**config.mk**
```make
export PLATFORM = sky130hd
export DESIGN_NAME = mem_stall_ctrl
export DESIGN_NICKNAME = d
export VERILOG_FILES = /design/src/rtl/mem_stall_ctrl.sv
export SDC_FILE = /design/constraint.sdc
export NUM_CORES = 1
export LEC_CHECK = 0
export ABC_AREA = 1
export BUFFER_PORTS_ARGS = -buffer_cell sky130_fd_sc_hd__buf_2
export CAP_MARGIN = 20
export CORE_MARGIN = 2
export CORE_UTILIZATION = 45
export CTS_BUF_LIST = sky130_fd_sc_hd__clkbuf_4 sky130_fd_sc_hd__clkbuf_8
export DETAILED_ROUTE_END_ITERATION = 8
export PLACE_DENSITY = 0.74
export RECOVER_POWER = 50
export SKIP_LAST_GASP = 1
export SLEW_MARGIN = 40
export SYNTH_ARGS = -nofsm -noshare
export SYNTH_HDL_FRONTEND = slang
export SYNTH_SLANG_ARGS = --single-unit
```
**constraint.sdc**
```tcl
create_clock -name clk -period 2.4 [get_ports clk]
set_input_delay 0.12 -clock clk [delete_from_list [all_inputs] [get_ports clk]]
set_output_delay 0.12 -clock clk [all_outputs]
set_load 0.02 [all_outputs]
```
**src/rtl/mem_stall_ctrl.sv**
```systemverilog
// MEM-stage stall controller: runs one req/ack transaction to slow data memory per
// load/store and freezes the pipeline until that transaction completes or times out.
module mem_stall_ctrl #(
  parameter int unsigned ADDR_W  = 32,
  parameter int unsigned DATA_W  = 32,
  parameter int unsigned TIMEOUT = 255
) (
  input  logic              clk,
  input  logic              rst_n,
  input  logic              mem_read,
  input  logic              mem_write,
  input  logic [ADDR_W-1:0] addr,
  input  logic [DATA_W-1:0] wdata,
  output logic              stall,
  output logic [DATA_W-1:0] rdata,
  output logic              bus_err,
  output logic [15:0]       stall_cnt,
  output logic              dm_req,
  output logic              dm_we,
  output logic [ADDR_W-1:0] dm_addr,
  output logic [DATA_W-1:0] dm_wdata,
  input  logic              dm_ack,
  input  logic [DATA_W-1:0] dm_rdata
);

  localparam logic [1:0] StIdle = 2'd0;
  localparam logic [1:0] StWait = 2'd1;
  localparam logic [1:0] StDone = 2'd2;

  // Value of the WAIT-cycle counter on the last WAIT cycle before the access is aborted.
  localparam logic [15:0] TmoLast = 16'(TIMEOUT - 1);

  logic [1:0]        state_q, state_d;
  logic [15:0]       tmo_q, tmo_d;
  logic              dm_req_q, dm_req_d;
  logic              dm_we_q, dm_we_d;
  logic [ADDR_W-1:0] dm_addr_q, dm_addr_d;
  logic [DATA_W-1:0] dm_wdata_q, dm_wdata_d;
  logic [DATA_W-1:0] rdata_q, rdata_d;
  logic              bus_err_q, bus_err_d;
  logic [15:0]       stall_cnt_q, stall_cnt_d;
  logic              access;

  // Both controls high is an illegal encoding; mem_write alone decides the direction.
  assign access = mem_read | mem_write;

  // Stall covers the accepting IDLE cycle plus every WAIT cycle; forced low in reset.
  always_comb begin
    stall = rst_n & (((state_q == StIdle) & access) | (state_q == StWait));
  end

  // Next-state logic for the access FSM and its registered memory-side outputs.
  always_comb begin
    state_d    = state_q;
    tmo_d      = tmo_q;
    dm_req_d   = dm_req_q;
    dm_we_d    = dm_we_q;
    dm_addr_d  = dm_addr_q;
    dm_wdata_d = dm_wdata_q;
    rdata_d    = rdata_q;
    bus_err_d  = 1'b0;
    case (state_q)
      StIdle: begin
        if (access) begin
          state_d    = StWait;
          dm_req_d   = 1'b1;
          dm_we_d    = mem_write;
          dm_addr_d  = addr;
          dm_wdata_d = wdata;
          tmo_d      = '0;
        end
      end
      StWait: begin
        // An ack arriving on the timeout cycle still completes the access normally.
        if (dm_ack) begin
          if (!dm_we_q) rdata_d = dm_rdata;
          dm_req_d = 1'b0;
          state_d  = StDone;
        end else if (tmo_q == TmoLast) begin
          rdata_d   = '0;
          bus_err_d = 1'b1;
          dm_req_d  = 1'b0;
          state_d   = StDone;
        end else begin
          tmo_d = tmo_q + 16'd1;
        end
      end
      StDone: begin
        state_d = StIdle;
      end
      default: begin
        state_d  = StIdle;
        dm_req_d = 1'b0;
      end
    endcase
  end

  // Saturating count of stalled cycles.
  always_comb begin
    stall_cnt_d = stall_cnt_q;
    if (stall && (stall_cnt_q != 16'hFFFF)) stall_cnt_d = stall_cnt_q + 16'd1;
  end

  // State and output registers; reset abandons any in-flight access.
  always_ff @(posedge clk or negedge rst_n) begin
    if (!rst_n) begin
      state_q     <= StIdle;
      tmo_q       <= '0;
      dm_req_q    <= 1'b0;
      dm_we_q     <= 1'b0;
      dm_addr_q   <= '0;
      dm_wdata_q  <= '0;
      rdata_q     <= '0;
      bus_err_q   <= 1'b0;
      stall_cnt_q <= '0;
    end else begin
      state_q     <= state_d;
      tmo_q       <= tmo_d;
      dm_req_q    <= dm_req_d;
      dm_we_q     <= dm_we_d;
      dm_addr_q   <= dm_addr_d;
      dm_wdata_q  <= dm_wdata_d;
      rdata_q     <= rdata_d;
      bus_err_q   <= bus_err_d;
      stall_cnt_q <= stall_cnt_d;
    end
  end

  assign dm_req    = dm_req_q;
  assign dm_we     = dm_we_q;
  assign dm_addr   = dm_addr_q;
  assign dm_wdata  = dm_wdata_q;
  assign rdata     = rdata_q;
  assign bus_err   = bus_err_q;
  assign stall_cnt = stall_cnt_q;

endmodule

```
==> impl_metrics.tcl, run 1 <==
set metrics [dict create \
    syn_area_sq_um 6020 \
    regArea_sq_um 3330 \
    drt_iter0_markers 470 \
    placed_cell_area_sq_um 7300 \
    crit_required_ns 2.28 \
    ios 217 \
    grt_pass1_wl_um 29700 \
    leakagePower_nw 4.53 \
    yosysTopAreaCell "dfrtp_1" \
    syn-num-nets 852 \
    die_w_um 120 \
    crit_path_cell_trace "nor2_1, o21ai_4, a21boi_4, buf_2" \
    path_clk_slew_ns 0.08 \
    p_int_mw 5.32 \
    viasPerCell 5.01 \
    final-setup-viol-count 0 \
    antenna_cells 0 \
    clock_path_buffers 2 \
    tightest_slew_ns 0.744 \
    synth_cells 748 \
    drive_above_1_share_pct 19.9 \
    cts_tree "built" \
    antenna_found_initial 0 \
    overflow 0 \
    wl_per_cell_um 14.7 \
    synth-seq-area-share_pct 55.3 \
    n_fill_cell 1088 \
    p_switching_mw 4.40 \
    finalClockSkew_ns 0.0138 \
    hold_violations 0 \
    seq_power_share_pct 37.3 \
    die-area_sq_um 14300 \
    post-place-ws_ns 0.672 \
    layout_setup_ws_ns 0.545 \
    maxCapViolCount 0 \
    crit_path_top_delay_cell "dfrtp_1" \
    min_period_ns 1.85 \
    grt_pass1_vias 6238 \
    arrival_ns 1.73 \
    numCtsBuffers 17 \
    drtPass1Iterations 7 \
    start_util_pct 45.8 \
    die_y_um 120 \
    timing.final.crit_share_pct 77.3 \
    power.total_mw 9.72 \
    crit_family "flip-flops" \
    rsz0062_at_grt "false" \
    fin_setup_tns_ns 0 \
    crit_type "reg -> out" \
    path_buf_inv 1 \
    critPathMaxStageDelay_ns 0.45 \
    swShare_pct 45.3 \
    nets 1164 \
    synth_cell_types 29 \
    power.share.clock_pct 19.1 \
    core_area_sq_um 13100 \
    insertion_delay_ns 0.45 \
    worstSetupStartpointType "flop" \
    yosysMostFrequentCell "nand2_1" \
    track_usage_pct 26.0 \
    max_freq_mhz 539 \
    syn_area_per_cell_sq_um 8.05 \
    synth.top_cell.area_share_pct 55.3 \
    yosysWarningCount 0 \
    htreeDepth 4 \
    clock_sinks 133 \
    route.detailed.drc 0 \
    yosys-top-cells-area "dfrtp_1, nand2_1, nand3_1, nand4_1, inv_1" \
    outcome "complete, no violations" \
    synth_edf_count 0 \
    synthToLayoutAreaGrowth_pct 42.9 \
    synth_seq_cells 133 \
    async_flop_share_pct 100 \
    placement_rows 42 \
    maxSlewViolCount 0 \
    crit_path_end_kind "primary output" \
    hpwl_um 11000 \
    powerDensity_nw_per_um2 1130 \
    ant_nets 0 \
    port-buffer-count 216 \
    cts_root_buf "clkbuf_8" \
    critPathMaxFanout 5 \
    p_comb_share_pct 43.6 \
    gp_congestion 0.969 \
    via_count 6255 \
    final_core_util_pct 65.5 \
    design_area_sq_um 8600 \
    hold_class "in -> reg" \
    slew_headroom_pct 50.4 \
    grt_max_degree 134 \
    multi_input_area_sq_um 2390 \
    ir_drop_uv 661 \
    synth_flop_cell "dfrtp_1" \
    synth_commonest_cells "nand2_1, dfrtp_1, nand3_1, nand4_1" \
    finalWirelength_um 18400 \
]
## cells in the final DEF (no fill, tap or decap), types with 3 or more instances in the layout
cell,n
xor2_1,5
buf_2,157
clkbuf_1,59
o21ai_0,13
o21ai_1,5
inv_1,33
nand3_1,59
nand2_1,362
dlygate4sd3_1,100
buf_4,9
clkinvlp_4,3
clkbuf_4,3
inv_2,4
nand4_1,42
dfrtp_1,133
buf_12,3
xnor2_1,5
nor2_1,34
clkbuf_8,17
ha_1,3
## state kept, by name, summed over array words and instances, names as in the netlist, 2 cells and up
register   cells
rdata         32
tmo_q         16
stall_cnt     16
dm_wdata      32
dm_addr       32
state_q        2
## tightest hold or removal path, delay by kind of cell
family | cells | cell delay [ns]
buffers and inverters | 2 | 0.60
AND/OR/NAND/NOR | 2 | 0.10
## final cells by class
class                           instances  area share [%]
Timing Repair Buffer                  328            24.8
Multi-Input combinational cell        542            27.8
Sequential cell                       133            38.7
Clock buffer                           20            2.98
Tap cell                              176            2.56
Clock inverter                         11            1.48
Inverter                               38            1.66
## kinds of logic after synthesis
logic type | count (synthesis) | synth area share [%]
adders and majority gates | 3 | 0.623
and+or+nand+nor | 507 | 35.2
xor gates and xnor gates | 10 | 1.45
DFF | 133 | 55.3
AOI/OAI and AO/OA | 22 | 2.35
buffers and inverters | 73 | 5.11
## power by group through the flow
| stage | clock [mW] | sequential (mW) | combinational (mW) |
|---|---|---|---|
| 2_1_floorplan | 0 | 4.59 | 1.64 |
| 3_3_place_gp | 0 | 3.59 | 4.10 |
| 3_5_place_dp | 0 | 3.59 | 4.20 |
| 4_1_cts | 1.89 | 3.58 | 4.32 |
| 5_1_grt | 1.99 | 3.71 | 4.62 |
| 6_report | 1.86 | 3.62 | 4.24 |
## worst paths after layout
check | startpoint | cells past startpoint | slack, ns | to
worst max-delay path | state_q[0]$_DFFE_PN0P_ | 4 | 0.55 | stall
worst min-delay path | addr[24] | 4 | 0.40 | dm_addr[24]$_DFFE_PN0P_
max in group asynchronous | rst_n | 3 | 1.39 | tmo_q[10]$_DFFE_PN0P_
worst min register to register | dm_wdata[7]$_DFFE_PN0P_ | 2 | 0.48 | dm_wdata[7]$_DFFE_PN0P_
min in group asynchronous | rst_n | 3 | 0.41 | rdata[9]$_DFFE_PN0P_
worst max register to register | state_q[0]$_DFFE_PN0P_ | 6 | 0.62 | dm_addr[9]$_DFFE_PN0P_
## repair_timing
action | 4_1_cts | 5_1_grt
endpoints found under the hold margin | 232 | 0
gates resized for setup | 0 | 0
setup buffers | 0 | 0
hold buffers | 100 | 0
## metal layers
layer | share of wire, % | GRT usage, %
met1 | 41 | 31.8
met2 | 48 | 42.9
met3 | 7.4 | 6.51
met4 | 3.8 | 12.6
met5 | 0 | 0
## stage by stage
step	hold WS, ns	std cells
after floorplan	-0.176	748
after global placement	0.301	1117
after detailed placement	0.294	1117
after CTS	0.363	1248
after global routing	0.394	1248
final	0.397	1248
(Power assumes the default switching activity.)
==> run 2, diff against run 1 <==
--- a/config.mk
+++ b/config.mk
@@ -12,7 +12,7 @@
 export CORE_UTILIZATION = 45
 export CTS_BUF_LIST = sky130_fd_sc_hd__clkbuf_4 sky130_fd_sc_hd__clkbuf_8
 export DETAILED_ROUTE_END_ITERATION = 8
-export PLACE_DENSITY = 0.74
+export PLACE_DENSITY = 0.76
 export RECOVER_POWER = 50
 export SKIP_LAST_GASP = 1
 export SLEW_MARGIN = 40
==> constraint.sdc (replaced) <==
create_clock -name clk -period 1.7 [get_ports clk]
set_input_delay 0.085 -clock clk [delete_from_list [all_inputs] [get_ports clk]]
set_output_delay 0.085 -clock clk [all_outputs]
set_load 0.02 [all_outputs]
==> run 2 against run 1 <==
  * Flip-flop and latch count is the same
  * Setup slack worse by 0.43 ns
  * Hold slack worse by 0.26 ns
  * Total power is 43% higher
  * Design area is 1.7% higher
  * Critical path type unchanged
  * Largest cell class unchanged
  * Largest power group unchanged
==> impl_metrics.tcl, run 2 (synthesized netlist as in run 1, its figures left out) <==
set metrics [dict create \
    hold_class "in -> reg" \
    nets 1177 \
    crit_path_top_delay_cell "dfrtp_2" \
    rsz0062_at_grt "true" \
    finalClockSkew_ns 0.0178 \
    tightest_slew_ns 1.21 \
    die_w_um 120 \
    cts_root_buf "clkbuf_8" \
    grt_pass1_wl_um 29800 \
    final_cell_mix "nand2_1, buf_2, dfrtp_1, dlygate4sd3_1, nand3_1" \
    outcome "complete, no violations" \
    track_usage_pct 26.2 \
    crit_required_ns 1.62 \
    critPathMaxStageDelay_ns 0.44 \
    ant_nets 0 \
    hpwl_um 11200 \
    drive_above_1_share_pct 22.0 \
    cts_tree "built" \
    start_util_pct 45.8 \
    hold_violations 0 \
    antenna_found_initial 0 \
    fin_setup_tns_ns 0 \
    finalWirelength_um 18600 \
    min_period_ns 1.58 \
    clock_path_buffers 2 \
    insertion_delay_ns 0.44 \
    grt_pass1_vias 6056 \
    viasPerCell 5.03 \
    leakagePower_nw 4.63 \
    path_clk_slew_ns 0.07 \
    clock_sinks 133 \
    antenna_cells 0 \
    crit_path_end_kind "primary output" \
    drt_iter0_markers 436 \
    via_count 6332 \
    htreeDepth 4 \
    maxSlewViolCount 0 \
    port-buffer-count 216 \
    final-setup-viol-count 0 \
    grt_max_degree 134 \
    die_y_um 120 \
    ios 217 \
    critPathMaxFanout 4 \
    drtPass1Iterations 5 \
    maxCapViolCount 0 \
    hold_ws_ns 0.139 \
    crit_path_cell_trace "nor2_4, o21ai_4, a21boi_4, buf_4" \
    route.detailed.drc 0 \
    arrival_ns 1.50 \
    worstSetupStartpointType "flop" \
    layout_commonest_cell "nand2_1" \
    ir_drop_uv 948 \
    worstRegToRegCells 9 \
    max_freq_mhz 632 \
    slew_headroom_pct 19.6 \
    power.total_mw 13.9 \
    hold_depth 5 \
    gp_congestion 0.871 \
    core_area_sq_um 13100 \
    overflow 0 \
    powerDensity_nw_per_um2 1590 \
    timing.final.crit_share_pct 93.1 \
    placement_rows 42 \
    numCtsBuffers 17 \
    synthToLayoutAreaGrowth_pct 45.4 \
    die-area_sq_um 14300 \
    wl_per_cell_um 14.8 \
    crit_type "reg -> out" \
]
==> run 2: changes by cell type in the layout (fill, tap and decap cells not counted), sizes merged <==
cell / before / now
buf: 169 / 190
clkinvlp: 3 / 2
clkbuf: 79 / 70
clkinv: 5 / 7
dlygate4sd3: 100 / 99
==> run 2: through the flow <==
stage	cells	utilization [%]	cell area (sq um)	setup slack, ns
after floorplan	748	-	6020	0.0577
after global placement	1129	56.2	7390	0.0945
after detailed placement	1129	56.2	7390	0.0549
after CTS	1258	66.7	8760	0.0286
after global routing	1260	66.6	8750	-0.00977
final	1260	66.6	8750	0.117
==> run 2: layout make-up <==
| class | count | area [sq um] |
|---|---|---|
| clock buffers | 18 | 248 |
| clock inverters | 12 | 130 |
| fillers | 1072 | 4380 |
| inverters | 38 | 143 |
| multi-input cells | 542 | 2410 |
| flip-flops and latches | 133 | 3330 |
| well taps | 176 | 220 |
| repair buffers | 341 | 2280 |
==> run 2: where the power goes <==
part | leakage (nW) | switching (mW) | total, mW | internal (mW)
combinational | 2.74 | 4.22 | 6.20 | 1.98
sequential | 1.69 | 0.762 | 5.13 | 4.37
clock | 0.191 | 1.26 | 2.59 | 1.33
==> run 2: routing by layer <==
layer	vias up	part of all wire [%]	global-route usage (%)	wire length [um]
met3	58	6.9	6.84	1290
li1	3019	-	-	-
met4	0	3.4	11.3	638
met1	2962	41	32.6	7660
met5	-	0	0	0
met2	293	49	43.4	9050
==> run 2: worst paths after layout <==
check	to	slack, ns	startpoint
max	stall	0.12	state_q[0]$_DFFE_PN0P_
min	state_q[0]$_DFFE_PN0P_	0.14	mem_read
max reg2reg	stall_cnt[14]$_DFFE_PN0P_	0.14	stall_cnt[0]$_DFFE_PN0P_
min reg2reg	dm_addr[26]$_DFFE_PN0P_	0.48	dm_addr[26]$_DFFE_PN0P_
max in group asynchronous	state_q[0]$_DFFE_PN0P_	0.27	rst_n
min in group asynchronous	bus_err$_DFF_PN0_	0.53	rst_n
==> run 2: worst max-delay path: cells and delay by family (launching register included) <==
| family | cells | cell delay (ns) |
|---|---|---|
| AO/OA/AOI/OAI | 2 | 0.30 |
| buffers and inverters | 1 | 0.18 |
| AND/OR/NAND/NOR | 1 | 0.14 |
| flip-flops | 1 | 0.44 |
==> run 2: what timing repair did <==
| action | CTS | global route |
|---|---|---|
| pin swaps | 0 | 2 |
| hold buffers | 99 | 0 |
| setup endpoints to repair | 1 | 70 |
| endpoints found under the hold margin | 230 | 0 |
| resized for setup | 1 | 9 |
| buffers inserted | 0 | 2 |
==> run 3, diff against run 2 <==
--- a/config.mk
+++ b/config.mk
@@ -6,14 +6,13 @@
 export NUM_CORES = 1
 export LEC_CHECK = 0
 export ABC_AREA = 1
-export BUFFER_PORTS_ARGS = -buffer_cell sky130_fd_sc_hd__buf_2
 export CAP_MARGIN = 20
 export CORE_MARGIN = 2
 export CORE_UTILIZATION = 45
 export CTS_BUF_LIST = sky130_fd_sc_hd__clkbuf_4 sky130_fd_sc_hd__clkbuf_8
 export DETAILED_ROUTE_END_ITERATION = 8
-export PLACE_DENSITY = 0.76
-export RECOVER_POWER = 50
+export DONT_BUFFER_PORTS = 1
+export RECOVER_POWER = 25
 export SKIP_LAST_GASP = 1
 export SLEW_MARGIN = 40
 export SYNTH_ARGS = -nofsm -noshare
==> run 3 against run 2 <==
  * The flow now finishes with violations (hold timing)
  * Sequential power is 31% higher
  * Total power shrank 3.9%
  * Global-route usage fell by 2.1 points
  * Hold slack worse by 0.82 ns
  * Highest routed layer unchanged
==> impl_metrics.tcl, run 3 (synthesized netlist as in run 1, its figures left out) <==
set metrics [dict create \
    outcome "finished, violations left" \
    violations "hold timing" \
    arrival_ns 1.53 \
    fin_setup_tns_ns 0 \
    antenna_found_initial 1 \
    crit_path_top_delay_cell "dfrtp_2" \
    rr_startpoint "tmo_q[0]$_DFFE_PN0P_" \
    hold_ws_ns -0.679 \
    timing.final.crit_share_pct 95.3 \
    worstReg2RegEnd "rdata[0]$_DFFE_PN0P_" \
    htreeDepth 4 \
    via_count 5565 \
    multi_input_area_sq_um 2410 \
    tightest_slew_ns 0.558 \
    regToRegSetupSlack_ns 0.14 \
    finalClockSkew_ns 0.0137 \
    crit_family "flip-flops" \
    crit_cells 4 \
    ios 217 \
    max_freq_mhz 617 \
    route.detailed.drc 0 \
    grt_pass1_wl_um 27200 \
    critPathMaxFanout 5 \
    port-buffer-count 0 \
    worstSetupStartpointType "flop" \
    n_fill_cell 1098 \
    synthToLayoutAreaGrowth_pct 31.7 \
    grt_pass1_vias 5577 \
    min_period_ns 1.62 \
    crit_required_ns 1.62 \
    drive_above_1_share_pct 9.86 \
    ctsHoldBuffers 100 \
    cts_root_buf "clkbuf_8" \
    start_util_pct 45.8 \
    powerDensity_nw_per_um2 1690 \
    die_y_um 120 \
    crit_type "reg -> out" \
    hold_violations 133 \
    regArea_sq_um 3330 \
    maxCapViolCount 0 \
    final-setup-viol-count 0 \
    placed_cell_area_sq_um 6410 \
    viasPerCell 5.25 \
    layout_commonest_cell "nand2_1" \
    overflow 0 \
    insertion_delay_ns 0.45 \
    clock_sinks 133 \
    placement_rows 42 \
    hpwl_um 10600 \
    track_usage_pct 24.1 \
    leakagePower_nw 3.99 \
    final_cell_mix "nand2_1, dfrtp_1, dlygate4sd3_1, nand3_1, nand4_1" \
    drtPass1Iterations 5 \
    crit_path_cell_trace "nor2_4, o21ai_4, a21boi_4, buf_4" \
    ir_drop_uv 1090 \
    numCtsBuffers 17 \
    wl_per_cell_um 15.9 \
    worstRegToRegCells 10 \
    power.total_mw 13.4 \
    slew_headroom_pct 62.8 \
    critPathMaxStageDelay_ns 0.45 \
    nets 973 \
    grt_max_degree 135 \
    rsz0062_at_grt "false" \
    design_area_sq_um 7930 \
    maxSlewViolCount 0 \
    die_w_um 120 \
    ant_nets 0 \
    clock_path_buffers 2 \
    core_area_sq_um 13100 \
    finalWirelength_um 16800 \
    path_clk_slew_ns 0.08 \
    path_buf_inv 1 \
    crit_path_end_kind "primary output" \
    cp-endpoint "stall" \
    cts_tree "built" \
    die-area_sq_um 14300 \
    gp_congestion 0.892 \
    drt_iter0_markers 371 \
    startpoint "state_q[0]$_DFFE_PN0P_" \
    hold_class "in -> async" \
]
## run 3: cell type report
class,count,share of cell area [%]
Timing Repair Buffer,137,17.0
Sequential cell,133,42.0
Tap cell,176,2.78
Clock buffer,20,3.47
Antenna cell,1,0.0316
Clock inverter,12,2.51
Multi-Input combinational cell,542,30.4
Inverter,38,1.80
## run 3: worst min path at each step
| stage | startpoint | slack (ns) | end |
|---|---|---|---|
| after floorplan | rst_n | -0.21 | bus_err$_DFF_PN0_ |
| after global placement | rst_n | -0.21 | rdata[10]$_DFFE_PN0P_ |
| after detailed placement | rst_n | -0.21 | rdata[6]$_DFFE_PN0P_ |
| after CTS | rst_n | -0.70 | rdata[7]$_DFFE_PN0P_ |
| after global routing | rst_n | -0.72 | tmo_q[11]$_DFFE_PN0P_ |
| final | rst_n | -0.68 | tmo_q[13]$_DFFE_PN0P_ |
## run 3: layer usage
layer	vias to the layer above	share of wire, %	GRT usage, %
li1	2613	-	-
met1	2680	40	28.6
met2	250	50	40.1
met3	22	8.7	9.46
met4	0	1.6	7.87
met5	-	0	0
## run 3: metrics by stage
stage / hold WS, ns / std cells / worst slack, ns / utilization (%)
after CTS: -0.701 / 1056 / 0.00263 / 60.2
after global routing: -0.724 / 1058 / 0.0126 / 60.3
after global placement: -0.205 / 924 / 0.158 / 48.8
after detailed placement: -0.206 / 924 / 0.117 / 48.8
final: -0.679 / 1059 / 0.0801 / 60.4
after floorplan: -0.211 / 748 / 0.0577 / -
## run 3: repair_timing
| item | in CTS | in global routing |
|---|---|---|
| setup buffers | 0 | 2 |
| endpoints found under the setup margin | 1 | 3 |
| hold endpoints to repair | 234 | 133 |
| resized for setup | 2 | 3 |
| pin swaps | 0 | 1 |
| gates cloned | 0 | 0 |
## run 3: where the power goes
| group | total, mW | switching, mW | internal [mW] | leakage [nW] |
|---|---|---|---|---|
| clock network | 3.11 | 1.25 | 1.86 | 0.239 |
| registers | 6.73 | 2.37 | 4.36 | 1.69 |
| logic | 3.54 | 2.21 | 1.32 | 2.06 |
| total | 13.4 | 5.82 | 7.55 | 3.99 |
